--- config.mk ---
export PLATFORM = sky130hd
export DESIGN_NAME = dsp_mac_sequencer
export DESIGN_NICKNAME = d
export VERILOG_FILES = /design/src/rtl/dsp_mac_sequencer.sv
export SDC_FILE = /design/constraint.sdc
export NUM_CORES = 1
export LEC_CHECK = 0
export BUFFER_PORTS_ARGS = -buffer_cell sky130_fd_sc_hd__buf_2
export CAP_MARGIN = 40
export CORE_UTILIZATION = 36
export DETAILED_ROUTE_END_ITERATION = 7
export SLEW_MARGIN = 15
export SYNTH_ARGS = -nofsm -noshare
export SYNTH_HDL_FRONTEND = slang
export SYNTH_SLANG_ARGS = --single-unit
export TNS_END_PERCENT = 10
--- constraint.sdc ---
create_clock -name CLK -period 1.7 [get_ports CLK]
set_input_delay 0.51 -clock CLK [delete_from_list [all_inputs] [get_ports CLK]]
set_output_delay 0.51 -clock CLK [all_outputs]
set_load 0.02 [all_outputs]
--- src/rtl/dsp_mac_sequencer.sv ---
// Control sequencer for one multiply/post-add DSP slice (A/B reg -> M reg -> P reg).
// Accepts N operand beats over a valid/ready stream and drives the slice clock
// enables and OPMODE so that P ends up holding sum(A*B). DONE pulses once P is final.
module dsp_mac_sequencer #(
    parameter int          LEN_WIDTH    = 8,
    parameter logic [7:0]  OPMODE_FIRST = 8'b00000001,
    parameter logic [7:0]  OPMODE_MAC   = 8'b00001001
) (
    input  logic                 CLK,
    input  logic                 RSTN,
    input  logic                 START,
    input  logic [LEN_WIDTH-1:0] LEN,
    input  logic                 ABORT,
    input  logic                 IN_VALID,
    output logic                 IN_READY,
    output logic                 BUSY,
    output logic                 DSP_CEAB,
    output logic                 DSP_CEM,
    output logic                 DSP_CEP,
    output logic                 DSP_RSTP,
    output logic [7:0]           DSP_OPMODE,
    output logic                 DONE
);

    typedef enum logic [1:0] {
        ST_IDLE  = 2'b00,
        ST_FEED  = 2'b01,
        ST_DRAIN = 2'b10
    } state_t;

    localparam logic [LEN_WIDTH-1:0] CNT_ZERO = LEN_WIDTH'(0);
    localparam logic [LEN_WIDTH-1:0] CNT_ONE  = LEN_WIDTH'(1);

    state_t                 state_r, state_nxt_s;
    logic [LEN_WIDTH-1:0]   cnt_r, cnt_nxt_s;
    logic                   first_pend_r, first_pend_nxt_s;
    logic                   done_r, done_nxt_s;
    logic                   v1_r, f1_r, l1_r;
    logic                   v2_r, f2_r, l2_r;
    logic                   ready_s, accept_s, last_s;

    // Handshake: ABORT outranks everything, so no beat is taken in an abort cycle.
    always_comb begin
        ready_s  = 1'b0;
        accept_s = 1'b0;
        last_s   = 1'b0;
        if (state_r == ST_FEED && !ABORT) begin
            ready_s  = 1'b1;
            accept_s = IN_VALID;
            last_s   = IN_VALID && (cnt_r == CNT_ONE);
        end else begin
            ready_s  = 1'b0;
        end
    end

    // Next-state, terms-remaining count, first-term marker and DONE generation.
    always_comb begin
        state_nxt_s      = state_r;
        cnt_nxt_s        = cnt_r;
        first_pend_nxt_s = first_pend_r;
        done_nxt_s       = 1'b0;
        if (ABORT) begin
            state_nxt_s      = ST_IDLE;
            cnt_nxt_s        = CNT_ZERO;
            first_pend_nxt_s = 1'b0;
        end else begin
            case (state_r)
                ST_IDLE: begin
                    if (START && (LEN != CNT_ZERO)) begin
                        state_nxt_s      = ST_FEED;
                        cnt_nxt_s        = LEN;
                        first_pend_nxt_s = 1'b1;
                    end else begin
                        state_nxt_s = ST_IDLE;
                    end
                end
                ST_FEED: begin
                    if (accept_s) begin
                        cnt_nxt_s        = cnt_r - CNT_ONE;
                        first_pend_nxt_s = 1'b0;
                        if (last_s) begin
                            state_nxt_s = ST_DRAIN;
                        end else begin
                            state_nxt_s = ST_FEED;
                        end
                    end else begin
                        state_nxt_s = ST_FEED;
                    end
                end
                ST_DRAIN: begin
                    // The last term is on its P edge: the sum is final after this cycle.
                    if (v2_r && l2_r) begin
                        state_nxt_s = ST_IDLE;
                        done_nxt_s  = 1'b1;
                    end else begin
                        state_nxt_s = ST_DRAIN;
                    end
                end
                default: begin
                    state_nxt_s      = ST_IDLE;
                    cnt_nxt_s        = CNT_ZERO;
                    first_pend_nxt_s = 1'b0;
                end
            endcase
        end
    end

    // State, counter and pipeline-flag registers; flags mirror the slice M and P stages.
    always_ff @(posedge CLK or negedge RSTN) begin
        if (!RSTN) begin
            state_r      <= ST_IDLE;
            cnt_r        <= CNT_ZERO;
            first_pend_r <= 1'b0;
            done_r       <= 1'b0;
            v1_r <= 1'b0; f1_r <= 1'b0; l1_r <= 1'b0;
            v2_r <= 1'b0; f2_r <= 1'b0; l2_r <= 1'b0;
        end else if (ABORT) begin
            state_r      <= ST_IDLE;
            cnt_r        <= CNT_ZERO;
            first_pend_r <= 1'b0;
            done_r       <= 1'b0;
            v1_r <= 1'b0; f1_r <= 1'b0; l1_r <= 1'b0;
            v2_r <= 1'b0; f2_r <= 1'b0; l2_r <= 1'b0;
        end else begin
            state_r      <= state_nxt_s;
            cnt_r        <= cnt_nxt_s;
            first_pend_r <= first_pend_nxt_s;
            done_r       <= done_nxt_s;
            v1_r <= accept_s;
            f1_r <= accept_s & first_pend_r;
            l1_r <= last_s;
            v2_r <= v1_r;
            f2_r <= f1_r;
            l2_r <= l1_r;
        end
    end

    // Output decode: enables follow the flag pipeline, P reset only on abort.
    always_comb begin
        IN_READY   = ready_s;
        BUSY       = (state_r != ST_IDLE);
        DSP_CEAB   = accept_s;
        DSP_CEM    = v1_r;
        DSP_CEP    = v2_r;
        DSP_RSTP   = ABORT;
        DONE       = done_r;
        DSP_OPMODE = OPMODE_MAC;
        if (v2_r && f2_r) begin
            DSP_OPMODE = OPMODE_FIRST;
        end else begin
            DSP_OPMODE = OPMODE_MAC;
        end
    end

endmodule

==> results.sh, run 1 <==
export IMPL_p_total_mw=1.11
export IMPL_routedWlPerCell_um=14.6
export IMPL_seq_area_frac_synth_pct=40.8
export IMPL_synth_distinct_cells=44
export IMPL_drive_gt1_share_pct=47.7
export IMPL_syn_cell_area_um2=1100
export IMPL_status="complete, but fails checks"
export IMPL_synthArstFlopShare_pct=100
export IMPL_viasPerCell=5.34
export IMPL_worstHoldPathType="in2async"
export IMPL_violations="DRC, setup timing"
export IMPL_insertion_delay_ns=0.31
export IMPL_first_pass_iters=6
export IMPL_dpl_hpwl_um=2020
export IMPL_cp_max_fo=6
export IMPL_critical_path_buf_inv_count=2
export IMPL_placed_area_um2=1360
export IMPL_numPortBuffers=20
export IMPL_power_frac_comb_pct=31.2
export IMPL_switching_share_pct=32.4
export IMPL_initialDrtViolationCount=36
export IMPL_globalplace_congestion=0.854
export IMPL_yosysMostFrequentCell="dfrtp_1"
export IMPL_final_core_util_pct=52.4
export IMPL_finalCritPeriodShare_pct=107
export IMPL_syn_avg_cell_area_um2=9.78
export IMPL_rsz0062_at_grt="true"
export IMPL_p_per_area_nw_per_um2=752
export IMPL_synth_area_leaders="dfrtp_1 (41%), buf_4 (5.4%), o21ai_2 (4.0%)"
export IMPL_synthTopCellsByCount="dfrtp_1 (18), buf_4 (8), nand2_1 (8), inv_1 (7), a21oi_1 (6)"
export IMPL_cts_made_buffers=3
export IMPL_antenna_found_initial=0
export IMPL_ir_drop_v=0.000316
export IMPL_maxCapViolations=0
export IMPL_yosysWarnings=0
export IMPL_num_rows=19
export IMPL_intPower_uw=754
export IMPL_syn_inst=113
export IMPL_gr_total_overflow=0
export IMPL_cts_tree="built"
export IMPL_cp_cell_sequence="buf_6 -> and4bb_2 -> buf_6"
export IMPL_clkTransAtPathRegs_ns=0.12
export IMPL_ant_nets=0
export IMPL_period_needed_ns=1.82
export IMPL_routed_wl_um=2720
export IMPL_whs_ns=0.105
export IMPL_end_kind="output port"
export IMPL_synth_ff_type="dfrtp_1"
export IMPL_pwr_share_clk_pct=24.9
export IMPL_clk_path_buf_depth=2
export IMPL_p_leak_nw=0.744
export IMPL_diodes=0
export IMPL_fmax_ghz=0.548
export IMPL_tns_ns=-0.533
export IMPL_max_stage_delay_ns=0.44
export IMPL_start_util_pct=39.1
export IMPL_cts_sinks=18
export IMPL_die_h_um=57.4
export IMPL_cts_hold_buffers=0
export IMPL_yosysTopAreaCell="dfrtp_1"
export IMPL_nNetsFinal=171
export IMPL_cp_arrival_ns=1.31
export IMPL_dp_slack_ns=-0.170
export IMPL_finalMaxSlewViolations=0
export IMPL_h_tree_depth=1
export IMPL_vias=993
export IMPL_coreArea_um2=2830
export IMPL_cp_top_family="flip-flops"
export IMPL_dp_cells=178
export IMPL_skew_ns=0.0101
export IMPL_final_area_um2=1480
export IMPL_synth_edf_count=0
export IMPL_area_delta_synth_final_pct=34.2
export IMPL_drc=1
export IMPL_setup_viol=11
export IMPL_finalHoldViolations=0
export IMPL_grt_first_pass_wirelength_um=4500
export IMPL_dieArea_um2=3290
export IMPL_power_switching_uw=361
export IMPL_synth_seq_cells=18
export IMPL_worst_setup_path_type="reg2out"
export IMPL_worst_slack_ns=-0.124
export IMPL_grt_start_max_net_pins=19
export IMPL_crit_top_cell="buf_6"
export IMPL_grt_pass1_vias=1010
export IMPL_synth_top_area_share_pct=40.8
export IMPL_cts_root_buf="clkbuf_4"
export IMPL_io_pins=28
export IMPL_required_ns=1.19
export IMPL_stdcell_count=186
export IMPL_start_kind="flip-flop"
export IMPL_die_x_um=57.4
export IMPL_cp_slowest_cell="dfrtp_2"
export IMPL_pwr_share_seq_pct=43.9
export IMPL_grt_use_total_pct=18.0
timing repair:
| action | 4_1_cts | 5_1_grt |
|---|---|---|
| gates resized for setup | 13 | 3 |
| pin swaps | 1 | 1 |
| buffers inserted | 4 | 0 |
| setup endpoints to repair | 3 | 13 |
power by group through the flow:
stage	clock, mW	sequential [mW]	combinational [mW]
after global routing	0.303	0.494	0.379
after global placement	0	0.497	0.319
after detailed placement	0	0.499	0.319
final	0.277	0.490	0.348
after CTS	0.282	0.489	0.338
after floorplan	0	0.493	0.209
layer usage:
metal | up-vias | global-route usage, % | part of all wire (%)
met5 | - | 0 | 0
met4 | 0 | 7.32 | 1.7
met3 | 5 | 3.17 | 5.8
met2 | 42 | 29.1 | 46
met1 | 468 | 23.9 | 46
li1 | 478 | - | -
layout by cell type, fill, tap and decap left out, types with 3 or more instances in the layout:
| master | synthesis | routed |
|---|---|---|
| nor4_2 | 1 | 3 |
| inv_1 | 7 | 6 |
| buf_4 | 8 | 24 |
| o21ai_2 | 5 | 5 |
| clkbuf_4 | 0 | 3 |
| nor2_1 | 5 | 5 |
| o31ai_1 | 5 | 5 |
| dfrtp_1 | 18 | 17 |
| nand2_1 | 8 | 8 |
| conb_1 | 2 | 7 |
| buf_6 | 3 | 7 |
| nor2b_1 | 4 | 3 |
| a21oi_1 | 6 | 6 |
| buf_2 | 0 | 17 |
path summary, 6_finish.rpt:
kind                             from    endpoint  slack [ns]  cells after the start
max reg2reg                state_r[1]    cnt_r[2]       -0.04                      7
min reg2reg                      l1_r        l2_r        0.49                      1
min                              RSTN    cnt_r[6]        0.10                      1
min in group CLK             IN_VALID     DSP_CEM        0.48                      2
max                        state_r[1]    DSP_CEAB       -0.12                      3
max in group asynchronous        RSTN  state_r[1]        1.28                      1
state kept, by name, indices dropped and copies added, names as in the netlist:
name          cells
f1_r              1
l2_r              1
f2_r              1
DONE              1
cnt_r             8
first_pend_r      1
DSP_CEP           1
DSP_CEM           1
l1_r              1
state_r           2
layout make-up:
type	count	area, um2
fillers	269	1350
multi-input cells	78	586
flip-flops and latches	18	452
repair buffers	48	344
well taps	31	38.8
clock buffers	4	36.3
inverters	7	26.3
worst register-to-register path, stage by stage, from the launching register on:
cell     delay [ns]
dfrtp_2        0.44
buf_4          0.15
buf_6          0.12
nor2b_4        0.12
o31ai_4        0.07
or4_4          0.52
buf_6          0.16
o21ai_2        0.12
kinds of logic (layout without fill, tap and decap cells):
| logic type | Yosys count | count (layout) | synth area share (%) |
|---|---|---|---|
| AO/OA/AOI/OAI | 31 | 31 | 22.5 |
| adder cells (fa/ha/maj) | 2 | 2 | 2.26 |
| buffers and inverters | 22 | 59 | 12.2 |
| flip-flops | 18 | 18 | 40.8 |
| multiplexers | 1 | 1 | 1.02 |
| other | 2 | 7 | 0.680 |
| AND/OR/NAND/NOR | 37 | 37 | 20.5 |
No activity file was read; power rests on OpenSTA's default activity.
==> run 2, diff against run 1 <==
--- a/config.mk
+++ b/config.mk
@@ -5,10 +5,10 @@
 export SDC_FILE = /design/constraint.sdc
 export NUM_CORES = 1
 export LEC_CHECK = 0
-export BUFFER_PORTS_ARGS = -buffer_cell sky130_fd_sc_hd__buf_2
 export CAP_MARGIN = 40
 export CORE_UTILIZATION = 36
 export DETAILED_ROUTE_END_ITERATION = 7
+export DONT_BUFFER_PORTS = 1
 export SLEW_MARGIN = 15
 export SYNTH_ARGS = -nofsm -noshare
 export SYNTH_HDL_FRONTEND = slang
==> results.sh, run 2 (same netlist as run 1, synthesis figures left out) <==
export IMPL_status="complete, but fails checks"
export IMPL_violations="DRC, setup timing"
export IMPL_ant_nets=0
export IMPL_ir_drop_v=0.000301
export IMPL_maxCapViolations=0
export IMPL_r2r_slack_ns=-0.08
export IMPL_setup_viol=3
export IMPL_die_h_um=57.4
export IMPL_coreArea_um2=2830
export IMPL_finalHoldViolations=0
export IMPL_start_kind="flip-flop"
export IMPL_routed_wl_um=2580
export IMPL_use_met1_pct=20.4
export IMPL_required_ns=1.91
export IMPL_grt_use_total_pct=17.4
export IMPL_h_tree_depth=1
export IMPL_drive_gt1_share_pct=33.6
export IMPL_grt_pass1_vias=908
export IMPL_intPower_uw=723
export IMPL_pwr_share_seq_pct=46.2
export IMPL_cp_arrival_ns=1.99
export IMPL_regMostFlops="cnt_r"
export IMPL_vias=865
export IMPL_nNetsFinal=141
export IMPL_met2_usage_pct=29.4
export IMPL_routedWlPerCell_um=16.6
export IMPL_grtUsageMet3_pct=4.76
export IMPL_fmax_ghz=0.562
export IMPL_cts_made_buffers=3
export IMPL_cp_max_fo=7
export IMPL_grt_first_pass_wirelength_um=4260
export IMPL_dp_slack_ns=-0.0378
export IMPL_whs_ns=0.252
export IMPL_switching_share_pct=31.8
export IMPL_area_delta_synth_final_pct=16.8
export IMPL_cts_root_buf="clkbuf_4"
export IMPL_power_frac_comb_pct=27.6
export IMPL_globalplace_congestion=0.892
export IMPL_pwr_share_clk_pct=26.2
export IMPL_grt_start_max_net_pins=19
export IMPL_layout_common_cells="dfrtp_1 (17), buf_4 (13), nand2_1 (8), conb_1 (7)"
export IMPL_diodes=0
export IMPL_cts_sinks=18
export IMPL_dieArea_um2=3290
export IMPL_end_kind="flip-flop"
export IMPL_finalMaxSlewViolations=0
export IMPL_period_needed_ns=1.78
export IMPL_busiest_layer="met2"
export IMPL_initialDrtViolationCount=4
export IMPL_first_pass_iters=6
export IMPL_drc=1
export IMPL_dpl_hpwl_um=1900
export IMPL_p_per_area_nw_per_um2=821
export IMPL_worst_slack_ns=-0.0783
export IMPL_skew_ns=0.00279
export IMPL_p_leak_nw=0.599
export IMPL_num_rows=19
export IMPL_gr_total_overflow=0
export IMPL_top_regs="cnt_r x8, state_r x2"
export IMPL_finalCritPeriodShare_pct=105
export IMPL_start_util_pct=39.1
export IMPL_die_x_um=57.4
export IMPL_cts_tree="built"
export IMPL_worstHoldPathType="in2reg"
export IMPL_io_pins=28
export IMPL_power_switching_uw=337
export IMPL_largest_reg_flops=8
export IMPL_viasPerCell=5.54
export IMPL_numPortBuffers=0
export IMPL_final_core_util_pct=45.6
export IMPL_rsz0062_at_grt="true"
export IMPL_clk_path_buf_depth=2
export IMPL_antenna_found_initial=0
export IMPL_layout_commonest_cell="dfrtp_1"
export IMPL_clkTransAtPathRegs_ns=0.11
export IMPL_worst_setup_path_type="reg2reg"
export IMPL_insertion_delay_ns=0.31
-- run 2: power groups by stage --
stage,registers [mW],clock network [mW],logic (mW)
after detailed placement,0.499,0,0.258
after CTS,0.489,0.285,0.281
after floorplan,0.493,0,0.209
after global routing,0.495,0.314,0.321
after global placement,0.498,0,0.255
final,0.490,0.277,0.292
-- run 2: path summary, 6_finish.rpt --
| kind | startpoint | endpoint | cells past startpoint |
|---|---|---|---|
| setup / recovery | state_r[1] | cnt_r[1] | 5 |
| hold / removal | ABORT | DSP_CEP | 1 |
| setup reg to reg | state_r[1] | cnt_r[1] | 5 |
| hold reg to reg | l1_r | l2_r | 1 |
| max in group asynchronous | RSTN | state_r[1] | 2 |
| min in group asynchronous | RSTN | cnt_r[3] | 1 |
-- run 2: cell type report --
class,count,area [um2]
clock buffer,4,36.3
multi-input combinational,78,582
fill,272,1540
sequential,18,452
inverter,7,28.8
timing repair buffer,18,153
tap,31,38.8
-- run 2: through the flow --
step	cells	setup TNS, ns	area, um2	power [mW]
2_1_floorplan	118	-0.149	1150	0.702
3_3_place_gp	146	0	1170	0.752
3_5_place_dp	146	-0.0378	1170	0.757
4_1_cts	154	-0.183	1260	1.05
5_1_grt	156	-0.711	1290	1.13
6_report	156	-0.196	1290	1.06
-- run 2: timing repair --
item                       4_1_cts  5_1_grt
hold endpoints to repair        18        0
buffers inserted                 3        1
setup endpoints to repair        3       12
hold buffers                     1        0
cloned                           0        0
pin swaps                        2        1
resized for setup                7        3
-- run 2: critical path: stages, from the launching register on --
cell,delay [ns]
dfrtp_2,0.45
buf_6,0.14
or4b_4,0.49
o31ai_4,0.08
or2_1,0.21
mux2_4,0.31
-- run 2: routing by layer --
metal	wire length, um	share of wire, %
met4	53	2.1
met3	115	4.5
met2	1290	50
met5	0	0
met1	1130	44
==> run 3, diff against run 2 <==
--- a/config.mk
+++ b/config.mk
@@ -6,6 +6,7 @@
 export NUM_CORES = 1
 export LEC_CHECK = 0
 export CAP_MARGIN = 40
+export CORE_ASPECT_RATIO = 0.9
 export CORE_UTILIZATION = 36
 export DETAILED_ROUTE_END_ITERATION = 7
 export DONT_BUFFER_PORTS = 1
==> results.sh, run 3 (same netlist as run 1, synthesis figures left out) <==
export IMPL_status="complete, but fails checks"
export IMPL_violations="setup timing"
export IMPL_finalCritPeriodShare_pct=105
export IMPL_die_h_um=54.6
export IMPL_max_slew_margin_rel_pct=64.3
export IMPL_dpl_hpwl_um=1790
export IMPL_fillers=280
export IMPL_maxCapViolations=0
export IMPL_regMostFlops="cnt_r"
export IMPL_p_per_area_nw_per_um2=803
export IMPL_skew_ns=0.00438
export IMPL_worst_setup_path_type="reg2reg"
export IMPL_whs_ns=0.258
export IMPL_dieArea_um2=3290
export IMPL_grtUsageMet3_pct=6.15
export IMPL_first_pass_iters=4
export IMPL_drive_gt1_share_pct=35.7
export IMPL_r2r_start="state_r[1]"
export IMPL_die_x_um=60.4
export IMPL_worstHoldEndpoint="f2_r"
export IMPL_coreArea_um2=2840
export IMPL_fmax_ghz=0.560
export IMPL_grt_use_total_pct=17.2
export IMPL_diodes=0
export IMPL_clkTransAtPathRegs_ns=0.11
export IMPL_use_met1_pct=21.9
export IMPL_layout_common_cells="dfrtp_1 (16), buf_4 (14), nand2_1 (8), conb_1 (7)"
export IMPL_antenna_found_initial=0
export IMPL_rsz0062_at_grt="true"
export IMPL_r2r_cells=5
export IMPL_layout_commonest_cell="dfrtp_1"
export IMPL_cts_sinks=18
export IMPL_io_pins=28
export IMPL_dp_cells=155
export IMPL_worstMarginPinSlew_ns=0.522
export IMPL_top_regs="cnt_r x8, state_r x2"
export IMPL_drc=0
export IMPL_r2r_slack_ns=-0.09
export IMPL_grt_start_max_net_pins=19
export IMPL_numPortBuffers=0
export IMPL_min_from="ABORT"
export IMPL_seqCellArea_um2=453
export IMPL_p_total_mw=1.06
export IMPL_clk_path_buf_depth=2
export IMPL_worstHoldPathType="in2reg"
export IMPL_start_kind="flip-flop"
export IMPL_multiInputGateArea_um2=582
export IMPL_globalplace_congestion=0.950
export IMPL_start_util_pct=38.9
export IMPL_met2_usage_pct=27.5
export IMPL_routedWlPerCell_um=15.3
export IMPL_ant_nets=0
export IMPL_p_leak_nw=0.608
export IMPL_required_ns=1.89
export IMPL_gr_total_overflow=0
export IMPL_setup_viol=4
export IMPL_finalHoldViolations=0
export IMPL_cts_made_buffers=3
export IMPL_largest_reg_flops=8
export IMPL_busiest_layer="met2"
export IMPL_cp_arrival_ns=1.98
export IMPL_cts_tree="built"
export IMPL_period_needed_ns=1.79
export IMPL_ir_drop_v=0.000262
export IMPL_stdcell_count=166
export IMPL_h_tree_depth=1
export IMPL_insertion_delay_ns=0.30
export IMPL_min_path_cells=1
export IMPL_num_rows=18
export IMPL_nNetsFinal=142
export IMPL_grt_pass1_vias=834
export IMPL_finalMaxSlewViolations=0
export IMPL_grt_first_pass_wirelength_um=4010
export IMPL_initialDrtViolationCount=28
export IMPL_cts_root_buf="clkbuf_4"
export IMPL_area_delta_synth_final_pct=18.9
export IMPL_routed_wl_um=2540
export IMPL_viasPerCell=5.25
export IMPL_worst_slack_ns=-0.0859
export IMPL_end_kind="flip-flop"
export IMPL_cp_max_fo=5
export IMPL_reg2reg_to="cnt_r[1]"
export IMPL_vias=871
[run 3: cell count changes in the layout (fill, tap and decap cells not counted), sizes merged]
cell	previous run	this run
buf	17	18
[run 3: cell type report]
class / instances / area share [%]
repair buffers: 19 / 12.5
well taps: 40 / 3.81
flip-flops and latches: 18 / 34.5
multi-input cells: 78 / 44.3
clock buffers: 4 / 2.76
inverters: 7 / 2.19
[run 3: how the worst max path moves through the flow]
stage,from,endpoint,slack (ns),cells after the start
final,state_r[1],cnt_r[1],-0.09,5
after global routing,state_r[1],cnt_r[1],-0.12,5
after CTS,state_r[1],DSP_CEAB,-0.07,2
after detailed placement,ABORT,cnt_r[1],-0.03,4
after global placement,ABORT,cnt_r[1],-0.00004,4
after floorplan,ABORT,cnt_r[1],-0.07,4
[run 3: through the flow]
| step | util [%] | area, um2 | setup TNS, ns | setup WS [ns] |
|---|---|---|---|---|
| finish | 46.3 | 1310 | -0.285 | -0.0859 |
| global route | 46.3 | 1310 | -0.587 | -0.120 |
| detailed placement | 41.7 | 1180 | -0.0277 | -0.0277 |
| CTS | 45.4 | 1290 | -0.241 | -0.0664 |
| global placement | 41.7 | 1180 | -0.0000393 | -0.0000393 |
| floorplan | - | 1150 | -0.149 | -0.0750 |
[run 3: layer usage]
layer,vias to the layer above,share of wire (%)
li1,421,-
met1,427,48
met2,21,47
met3,2,4.4
met4,0,0.79
met5,-,0
[run 3: worst max-delay path, cell delays in order, from the launching register on]
cell	delay, ns
dfrtp_2	0.45
buf_4	0.15
or4b_4	0.49
o31ai_4	0.08
or2_1	0.21
mux2_4	0.31
[run 3: what timing repair did]
action / in CTS / in global routing
setup buffers: 5 / 0
hold buffers: 1 / 0
endpoints found under the hold margin: 18 / 0
pin swaps: 2 / 0
resized for setup: 8 / 3
setup endpoints to repair: 3 / 12
[run 3: report_power, final]
group / internal [mW] / leakage, nW / switching (mW)
Clock: 0.131 / 0.0210 / 0.141
Combinational: 0.130 / 0.349 / 0.159
Sequential: 0.461 / 0.238 / 0.0332
Total: 0.722 / 0.608 / 0.334
